`src/rtl/hazard_scoreboard_unit_pkg.sv`:
```
// Shared definitions for the ID-stage hazard scoreboard: register address
// width, the in-flight tracker entry layout and the forwarding-window rule.
package hazard_scoreboard_unit_pkg;

   localparam int REG_ADDRESS_LEN = 4;

   // One tracked in-flight instruction (entry0 = EXE, entry1 = MEM, ...)
   typedef struct packed {
      logic                       v;
      logic                       wb_en;
      logic                       mem_read;
      logic [REG_ADDRESS_LEN-1:0] dest;
   } trk_entry_t;

   localparam trk_entry_t TRK_BUBBLE = '0;

   // With forwarding only a load still inside its latency window blocks the
   // consumer; without forwarding any pending write in the tracker does.
   function automatic logic entry_in_window(input int k, input int load_latency,
                                            input logic forward_en, input logic mem_read);
      return forward_en ? ((k < load_latency) & mem_read) : 1'b1;
   endfunction

endpackage

```
`src/rtl/hazard_scoreboard_unit_if.sv`:
```
// ID-stage hazard scoreboard bus: the ID instruction description and
// pipeline control going in, stall request and statistics coming out.
interface hazard_scoreboard_unit_if #(
   parameter int NUM_SRC    = 3,
   parameter int REG_ADDR_W = 4,
   parameter int CNT_W      = 16
);
   logic                          freeze;
   logic                          flush;
   logic                          id_valid;
   logic [NUM_SRC-1:0]            id_src_valid;
   logic [NUM_SRC*REG_ADDR_W-1:0] id_src_addr;
   logic                          id_wb_en;
   logic                          id_mem_read;
   logic [REG_ADDR_W-1:0]         id_dest;
   logic                          ignore_hazard;
   logic                          forward_en;
   logic                          stall_cnt_clr;
   logic                          hazard_detected;
   logic [NUM_SRC-1:0]            hazard_src_mask;
   logic [CNT_W-1:0]              stall_cnt;

   modport master (
      output freeze, flush, id_valid, id_src_valid, id_src_addr, id_wb_en,
             id_mem_read, id_dest, ignore_hazard, forward_en, stall_cnt_clr,
      input  hazard_detected, hazard_src_mask, stall_cnt
   );

   modport slave (
      input  freeze, flush, id_valid, id_src_valid, id_src_addr, id_wb_en,
             id_mem_read, id_dest, ignore_hazard, forward_en, stall_cnt_clr,
      output hazard_detected, hazard_src_mask, stall_cnt
   );
endinterface

```
`src/rtl/hazard_scoreboard_unit_src_match.sv`:
```
// One source operand compared against every tracked in-flight entry.
// Produces a per-entry match vector; the window/mode qualification is
// applied by the top so this block stays purely an address comparator.
module hazard_src_match
   import hazard_scoreboard_unit_pkg::*;
#(
   parameter int TRACK_DEPTH = 2,
   parameter int REG_ADDR_W  = REG_ADDRESS_LEN
) (
   input  logic                         src_valid,
   input  logic [REG_ADDR_W-1:0]        src_addr,
   input  trk_entry_t [TRACK_DEPTH-1:0] entries,
   output logic [TRACK_DEPTH-1:0]       match
);

   // Entry k matches when it is live, writes back, and targets this source
   always_comb begin
      match = '0;
      for (int k = 0; k < TRACK_DEPTH; k++) begin
         match[k] = src_valid & entries[k].v & entries[k].wb_en &
                    (entries[k].dest == src_addr);
      end
   end

endmodule

```
`src/rtl/hazard_scoreboard_unit.sv`:
```
// Load-use / RAW hazard detector beside the ID stage. Keeps a shift register
// of the last TRACK_DEPTH issued instructions, checks every ID source against
// it (with or without forwarding) and counts stall cycles with saturation.
// REG_ADDR_W must equal REG_ADDRESS_LEN, the width of the tracker dest field.
module hazard_scoreboard_unit
   import hazard_scoreboard_unit_pkg::*;
#(
   parameter int REG_ADDR_W   = REG_ADDRESS_LEN,
   parameter int NUM_SRC      = 3,
   parameter int TRACK_DEPTH  = 2,
   parameter int LOAD_LATENCY = 1,
   parameter int CNT_W        = 16
) (
   input  logic                     clk,
   input  logic                     rst,
   hazard_scoreboard_unit_if.slave  bus
);

   trk_entry_t [TRACK_DEPTH-1:0]        trk_q, trk_d;
   logic [CNT_W-1:0]                    cnt_q, cnt_d;
   logic [NUM_SRC-1:0][TRACK_DEPTH-1:0] src_match;
   logic [TRACK_DEPTH-1:0]              win;
   logic [NUM_SRC-1:0]                  src_haz;
   logic [NUM_SRC-1:0]                  haz_mask;
   logic                                haz;
   logic                                issue;

   for (genvar i = 0; i < NUM_SRC; i++) begin : g_src
      hazard_src_match #(
         .TRACK_DEPTH (TRACK_DEPTH),
         .REG_ADDR_W  (REG_ADDR_W)
      ) u_match (
         .src_valid (bus.id_src_valid[i]),
         .src_addr  (bus.id_src_addr[i*REG_ADDR_W +: REG_ADDR_W]),
         .entries   (trk_q),
         .match     (src_match[i])
      );
   end

   // Which tracker entries count as blocking in the current forwarding mode
   always_comb begin
      win = '0;
      for (int k = 0; k < TRACK_DEPTH; k++) begin
         win[k] = entry_in_window(k, LOAD_LATENCY, bus.forward_en, trk_q[k].mem_read);
      end
   end

   // Per-source hazard, gated by a real, checked, non-flushed ID instruction
   always_comb begin
      src_haz = '0;
      for (int i = 0; i < NUM_SRC; i++) begin
         src_haz[i] = |(src_match[i] & win);
      end
      haz_mask = src_haz & {NUM_SRC{bus.id_valid & ~bus.ignore_hazard & ~bus.flush}};
      haz      = |haz_mask;
      issue    = bus.id_valid & ~haz & ~bus.flush;
   end

   // Tracker advance: hold on freeze, else shift and load issue or bubble
   always_comb begin
      trk_d = trk_q;
      if (!bus.freeze) begin
         for (int k = TRACK_DEPTH - 1; k >= 1; k--) begin
            trk_d[k] = trk_q[k-1];
         end
         if (issue) begin
            trk_d[0] = '{v: 1'b1, wb_en: bus.id_wb_en, mem_read: bus.id_mem_read,
                         dest: bus.id_dest};
         end else begin
            trk_d[0] = TRK_BUBBLE;
         end
      end
   end

   // Stall counter: clear wins, frozen cycles are not counted, saturates
   always_comb begin
      cnt_d = cnt_q;
      if (bus.stall_cnt_clr) begin
         cnt_d = '0;
      end else if (haz && !bus.freeze && (cnt_q != {CNT_W{1'b1}})) begin
         cnt_d = cnt_q + 1'b1;
      end
   end

   // State registers; reset empties the tracker so outputs drop at once
   always_ff @(posedge clk or posedge rst) begin
      if (rst) begin
         trk_q <= '0;
         cnt_q <= '0;
      end else begin
         trk_q <= trk_d;
         cnt_q <= cnt_d;
      end
   end

   assign bus.hazard_detected = haz;
   assign bus.hazard_src_mask = haz_mask;
   assign bus.stall_cnt       = cnt_q;

endmodule
```
`src/flat_wrapper.sv`:
```
// flat-port wrapper written by rule: the top's interface ports become plain ports
module hazard_scoreboard_unit_flat import hazard_scoreboard_unit_pkg::*;
#(
   parameter int REG_ADDR_W   = REG_ADDRESS_LEN,
   parameter int NUM_SRC      = 3,
   parameter int TRACK_DEPTH  = 2,
   parameter int LOAD_LATENCY = 1,
   parameter int CNT_W        = 16
)
  (clk, rst, bus_freeze, bus_flush, bus_id_valid, bus_id_src_valid, bus_id_src_addr, bus_id_wb_en, bus_id_mem_read, bus_id_dest, bus_ignore_hazard, bus_forward_en, bus_stall_cnt_clr, bus_hazard_detected, bus_hazard_src_mask, bus_stall_cnt);
  hazard_scoreboard_unit_if #(.NUM_SRC(NUM_SRC), .REG_ADDR_W(REG_ADDR_W), .CNT_W(CNT_W)) bus_i ();
  input  logic clk;
  input  logic rst;
  input wire logic [$bits(bus_i.freeze)-1:0] bus_freeze;
  input wire logic [$bits(bus_i.flush)-1:0] bus_flush;
  input wire logic [$bits(bus_i.id_valid)-1:0] bus_id_valid;
  input wire logic [$bits(bus_i.id_src_valid)-1:0] bus_id_src_valid;
  input wire logic [$bits(bus_i.id_src_addr)-1:0] bus_id_src_addr;
  input wire logic [$bits(bus_i.id_wb_en)-1:0] bus_id_wb_en;
  input wire logic [$bits(bus_i.id_mem_read)-1:0] bus_id_mem_read;
  input wire logic [$bits(bus_i.id_dest)-1:0] bus_id_dest;
  input wire logic [$bits(bus_i.ignore_hazard)-1:0] bus_ignore_hazard;
  input wire logic [$bits(bus_i.forward_en)-1:0] bus_forward_en;
  input wire logic [$bits(bus_i.stall_cnt_clr)-1:0] bus_stall_cnt_clr;
  output wire logic [$bits(bus_i.hazard_detected)-1:0] bus_hazard_detected;
  output wire logic [$bits(bus_i.hazard_src_mask)-1:0] bus_hazard_src_mask;
  output wire logic [$bits(bus_i.stall_cnt)-1:0] bus_stall_cnt;
  assign bus_i.freeze = bus_freeze;
  assign bus_i.flush = bus_flush;
  assign bus_i.id_valid = bus_id_valid;
  assign bus_i.id_src_valid = bus_id_src_valid;
  assign bus_i.id_src_addr = bus_id_src_addr;
  assign bus_i.id_wb_en = bus_id_wb_en;
  assign bus_i.id_mem_read = bus_id_mem_read;
  assign bus_i.id_dest = bus_id_dest;
  assign bus_i.ignore_hazard = bus_ignore_hazard;
  assign bus_i.forward_en = bus_forward_en;
  assign bus_i.stall_cnt_clr = bus_stall_cnt_clr;
  assign bus_hazard_detected = bus_i.hazard_detected;
  assign bus_hazard_src_mask = bus_i.hazard_src_mask;
  assign bus_stall_cnt = bus_i.stall_cnt;
  hazard_scoreboard_unit #(.REG_ADDR_W(REG_ADDR_W), .NUM_SRC(NUM_SRC), .TRACK_DEPTH(TRACK_DEPTH), .LOAD_LATENCY(LOAD_LATENCY), .CNT_W(CNT_W)) u_core (.clk(clk), .rst(rst), .bus(bus_i));
endmodule
```
`config.mk`:
```
export PLATFORM = sky130hd
export DESIGN_NAME = hazard_scoreboard_unit_flat
export DESIGN_NICKNAME = d
export VERILOG_FILES = /design/src/rtl/hazard_scoreboard_unit_pkg.sv /design/src/rtl/hazard_scoreboard_unit_if.sv /design/src/rtl/hazard_scoreboard_unit_src_match.sv /design/src/rtl/hazard_scoreboard_unit.sv /design/src/flat_wrapper.sv
export SDC_FILE = /design/constraint.sdc
export NUM_CORES = 1
export LEC_CHECK = 0
export BUFFER_PORTS_ARGS = -buffer_cell sky130_fd_sc_hd__buf_2
export CAP_MARGIN = 10
export CORE_ASPECT_RATIO = 0.7
export CORE_MARGIN = 2
export CORE_UTILIZATION = 47
export DETAILED_ROUTE_END_ITERATION = 8
export GPL_TIMING_DRIVEN = 0
export PLACE_DENSITY = 0.73
export SLEW_MARGIN = 20
export SYNTH_ARGS = -nofsm -noshare
export SYNTH_HDL_FRONTEND = slang
export SYNTH_SLANG_ARGS = --single-unit
```
`constraint.sdc`:
```
create_clock -name clk -period 2 [get_ports clk]
set_input_delay 0.4 -clock clk [delete_from_list [all_inputs] [get_ports clk]]
set_output_delay 0.4 -clock clk [all_outputs]
set_load 0.02 [all_outputs]
```
==> results.json <==
{
  "outcome": "finished with violations",
  "violations": "setup timing",
  "async_reset_ff_frac": 1.00,
  "clock-skew-final_ps": 8.84,
  "nets": 287,
  "cts_tree": "built",
  "powerDensity_nw_per_um2": 511,
  "ir_worst_vdd_mv": 0.472,
  "rr_worst_depth": 8,
  "hold_class": "in -> async",
  "grt_pass1_vias": 1550,
  "synth_nets": 213,
  "synth_fa_ha_area_frac": 0.00693,
  "synth_area_um2": 1800,
  "crit_arrival_ps": 2360,
  "gp_congestion": 0.826,
  "muxShareOfSynthArea": 0.0680,
  "finalSetupViolations": 19,
  "min_period_over_period": 1.10,
  "top_level_ports": 49,
  "max_clock_freq_ghz": 0.454,
  "die_area_um2": 4360,
  "cpPeakStageDelay_ps": 470,
  "ant_nets": 0,
  "dpl.hpwl_um": 3200,
  "period_minus_slack_ps": 2200,
  "use_met1": 0.327,
  "dr_total_vias": 1697,
  "fillCellCount": 269,
  "rsz0062_at_grt": "yes",
  "drive_gt1_frac": 0.529,
  "clock_latency_ps": 280,
  "grtUsageMet2": 0.351,
  "numClockSinks": 29,
  "r2r_start": "u_core.trk_q[1]",
  "synth_cell_types": 45,
  "finalHoldViolCount": 0,
  "synth_top_family_by_area": "simple AND/OR/NAND/NOR gates",
  "overflow": 0,
  "netlist_instances": 183,
  "endpoint_kind": "register",
  "initial_utilization": 0.501,
  "gr-max-usage-layer": "met2",
  "met3_usage": 0.0698,
  "antenna_found_initial": 0,
  "reg2reg_slack_ps": -200,
  "dr.pass1.iters": 4,
  "dieWidth_um": 78.1,
  "ys.flop_type": "dfrtp_1",
  "path_clk_slew_ps": 70,
  "core_um2": 3600,
  "cp_max_fo": 5,
  "cts_max_level": 2,
  "critical_path.startpoint_type": "register",
  "die_y_um": 55.8,
  "worst_slack_ps": -202,
  "grt_max_degree": 30,
  "clock-root-buffer": "clkbuf_8",
  "synth.ff_latch_count": 29,
  "drt_iter0_markers": 158,
  "route.detailed.drc": 0,
  "crit_chain": "xnor2_2, o2111ai_2, o22ai_2, nor3_4, a211oi_2, buf_4, and4_1, mux2_4",
  "final.setup.tns_ps": -2430,
  "final_common_cell": "buf_2",
  "register_area_um2": 738,
  "reg2reg_to": "u_core.bus.stall_cnt[9]",
  "tightestPinTransition_ps": 614,
  "via_per_inst": 5.53,
  "synth_edf_count": 0,
  "global_route.usage.total": 0.233,
  "path_delay_family": "compound AO/OA/AOI/OAI gates",
  "post-route-util": 0.709,
  "rows": 18,
  "ys_warn_count": 0,
  "grt_first_pass_wirelength_um": 7790,
  "syn_avg_cell_area_um2": 9.86,
  "synth_compound_area_frac": 0.145,
  "synth_xor_area_frac": 0.126,
  "required_ps": 2160,
  "cpMaxStageDelayCell": "dfrtp_2",
  "crit_path_end": "u_core.bus.stall_cnt[9]",
  "critPathLaunch": "u_core.trk_q[1]",
  "area_growth_pct": 41.6,
  "ys_seq_area_frac": 0.402,
  "multi_input_area_um2": 1160,
  "slew_headroom": 0.590,
  "numCtsBuffers": 5,
  "clock_path_buffers": 2,
  "cap_violations": 0,
  "diodes": 0,
  "crit_buf_inv": 1,
  "criticalPathCategory": "reg -> reg",
  "totalWireLength_um": 5190,
  "final_max_slew_viol_count": 0,
  "leakagePower_nw": 1.15,
  "final_cell_mix": "43 x buf_2, 24 x buf_4, 19 x dfrtp_1",
  "synthSimpleGateAreaFrac": 0.204,
  "routedWlPerCell_um": 16.9,
  "cp_num_cells": 8,
  "port_buffers": 47
}
[layer usage]
layer	vias to the layer above	part of all wire
met3	6	0.069
met4	0	0.0085
met2	61	0.48
met1	832	0.45
li1	798	-
met5	-	0
[power by group]
| part | total, mW | internal [mW] | switching [mW] | leakage, nW |
|---|---|---|---|---|
| Combinational | 0.179 | 0.0911 | 0.0879 | 0.724 |
| Sequential | 0.636 | 0.606 | 0.0297 | 0.382 |
| Clock | 0.490 | 0.273 | 0.217 | 0.0443 |
| Total | 1.30 | 0.970 | 0.335 | 1.15 |
[what timing repair did]
| item | CTS | global route |
|---|---|---|
| gates cloned | 2 | 0 |
| pin swaps | 21 | 21 |
| setup endpoints to repair | 27 | 26 |
| hold buffers | 0 | 0 |
| gates resized for setup | 26 | 23 |
| setup buffers | 13 | 8 |
[final cells by class]
class,instances,area share
multi-input cells,135,0.455
flip-flops and latches,29,0.289
repair buffers,70,0.169
clock buffers,7,0.0338
well taps,50,0.0245
plain buffers,7,0.0147
inverters,9,0.0132
[state kept, by name, indices dropped and copies added (netlist names)]
| signal | cells |
|---|---|
| u_core.trk_q | 13 |
| u_core.bus.stall_cnt | 16 |
[synthesized netlist by cell type (all sizes together), types with 2 or more instances]
| library cell | count | area [um^2] |
|---|---|---|
| nand2 | 4 | 15.0 |
| a41o | 2 | 20.0 |
| buf | 3 | 22.5 |
| mux2 | 10 | 113 |
| a31o | 4 | 35.0 |
| dfrtp | 29 | 726 |
| nor3 | 7 | 40.0 |
| a21oi | 6 | 30.0 |
| a211oi | 2 | 20.0 |
| and3 | 3 | 28.8 |
| and4 | 3 | 26.3 |
| and2 | 3 | 18.8 |
| xnor2 | 22 | 193 |
| nor2 | 18 | 67.6 |
| o21ai | 2 | 10.0 |
| a22o | 6 | 52.6 |
| nand4 | 6 | 37.5 |
| a21o | 3 | 22.5 |
| xor2 | 4 | 35.0 |
| nand2b | 3 | 18.8 |
| a311oi | 2 | 17.5 |
| clkbuf | 7 | 30.0 |
| inv | 9 | 33.8 |
| nand3 | 9 | 45.0 |
| nor2b | 4 | 25.0 |
[cells by family after synthesis]
| family | Yosys count |
|---|---|
| flip-flops | 29 |
| AO/OA/AOI/OAI | 33 |
| adder cells (fa/ha/maj) | 1 |
| AND/OR/NAND/NOR | 64 |
| buffers and inverters | 19 |
| multiplexers | 11 |
| XOR/XNOR | 26 |
[worst min path at each step]
stage / start / to / slack [ps] / cells past startpoint
2_1_floorplan: u_core.trk_q[12] / u_core.trk_q[12] / 470 / 1
3_3_place_gp: u_core.trk_q[13] / u_core.trk_q[13] / 490 / 1
3_5_place_dp: u_core.trk_q[13] / u_core.trk_q[13] / 490 / 1
4_1_cts: rst / u_core.trk_q[13] / 220 / 2
5_1_grt: rst / u_core.trk_q[1] / 250 / 2
6_report: rst / u_core.trk_q[13] / 190 / 2
[metrics by stage]
| stage | hold slack (ps) | power, mW | area [um^2] | std cells | worst slack (ps) |
|---|---|---|---|---|---|
| 2_1_floorplan | 471 | 0.735 | 1820 | 183 | -94.5 |
| 3_3_place_gp | 491 | 0.792 | 2120 | 280 | -275 |
| 3_5_place_dp | 495 | 0.796 | 2120 | 280 | -290 |
| 4_1_cts | 216 | 1.30 | 2390 | 299 | -145 |
| 5_1_grt | 248 | 1.36 | 2550 | 307 | -277 |
| 6_report | 192 | 1.30 | 2550 | 307 | -202 |
(Power assumes the default switching activity.)
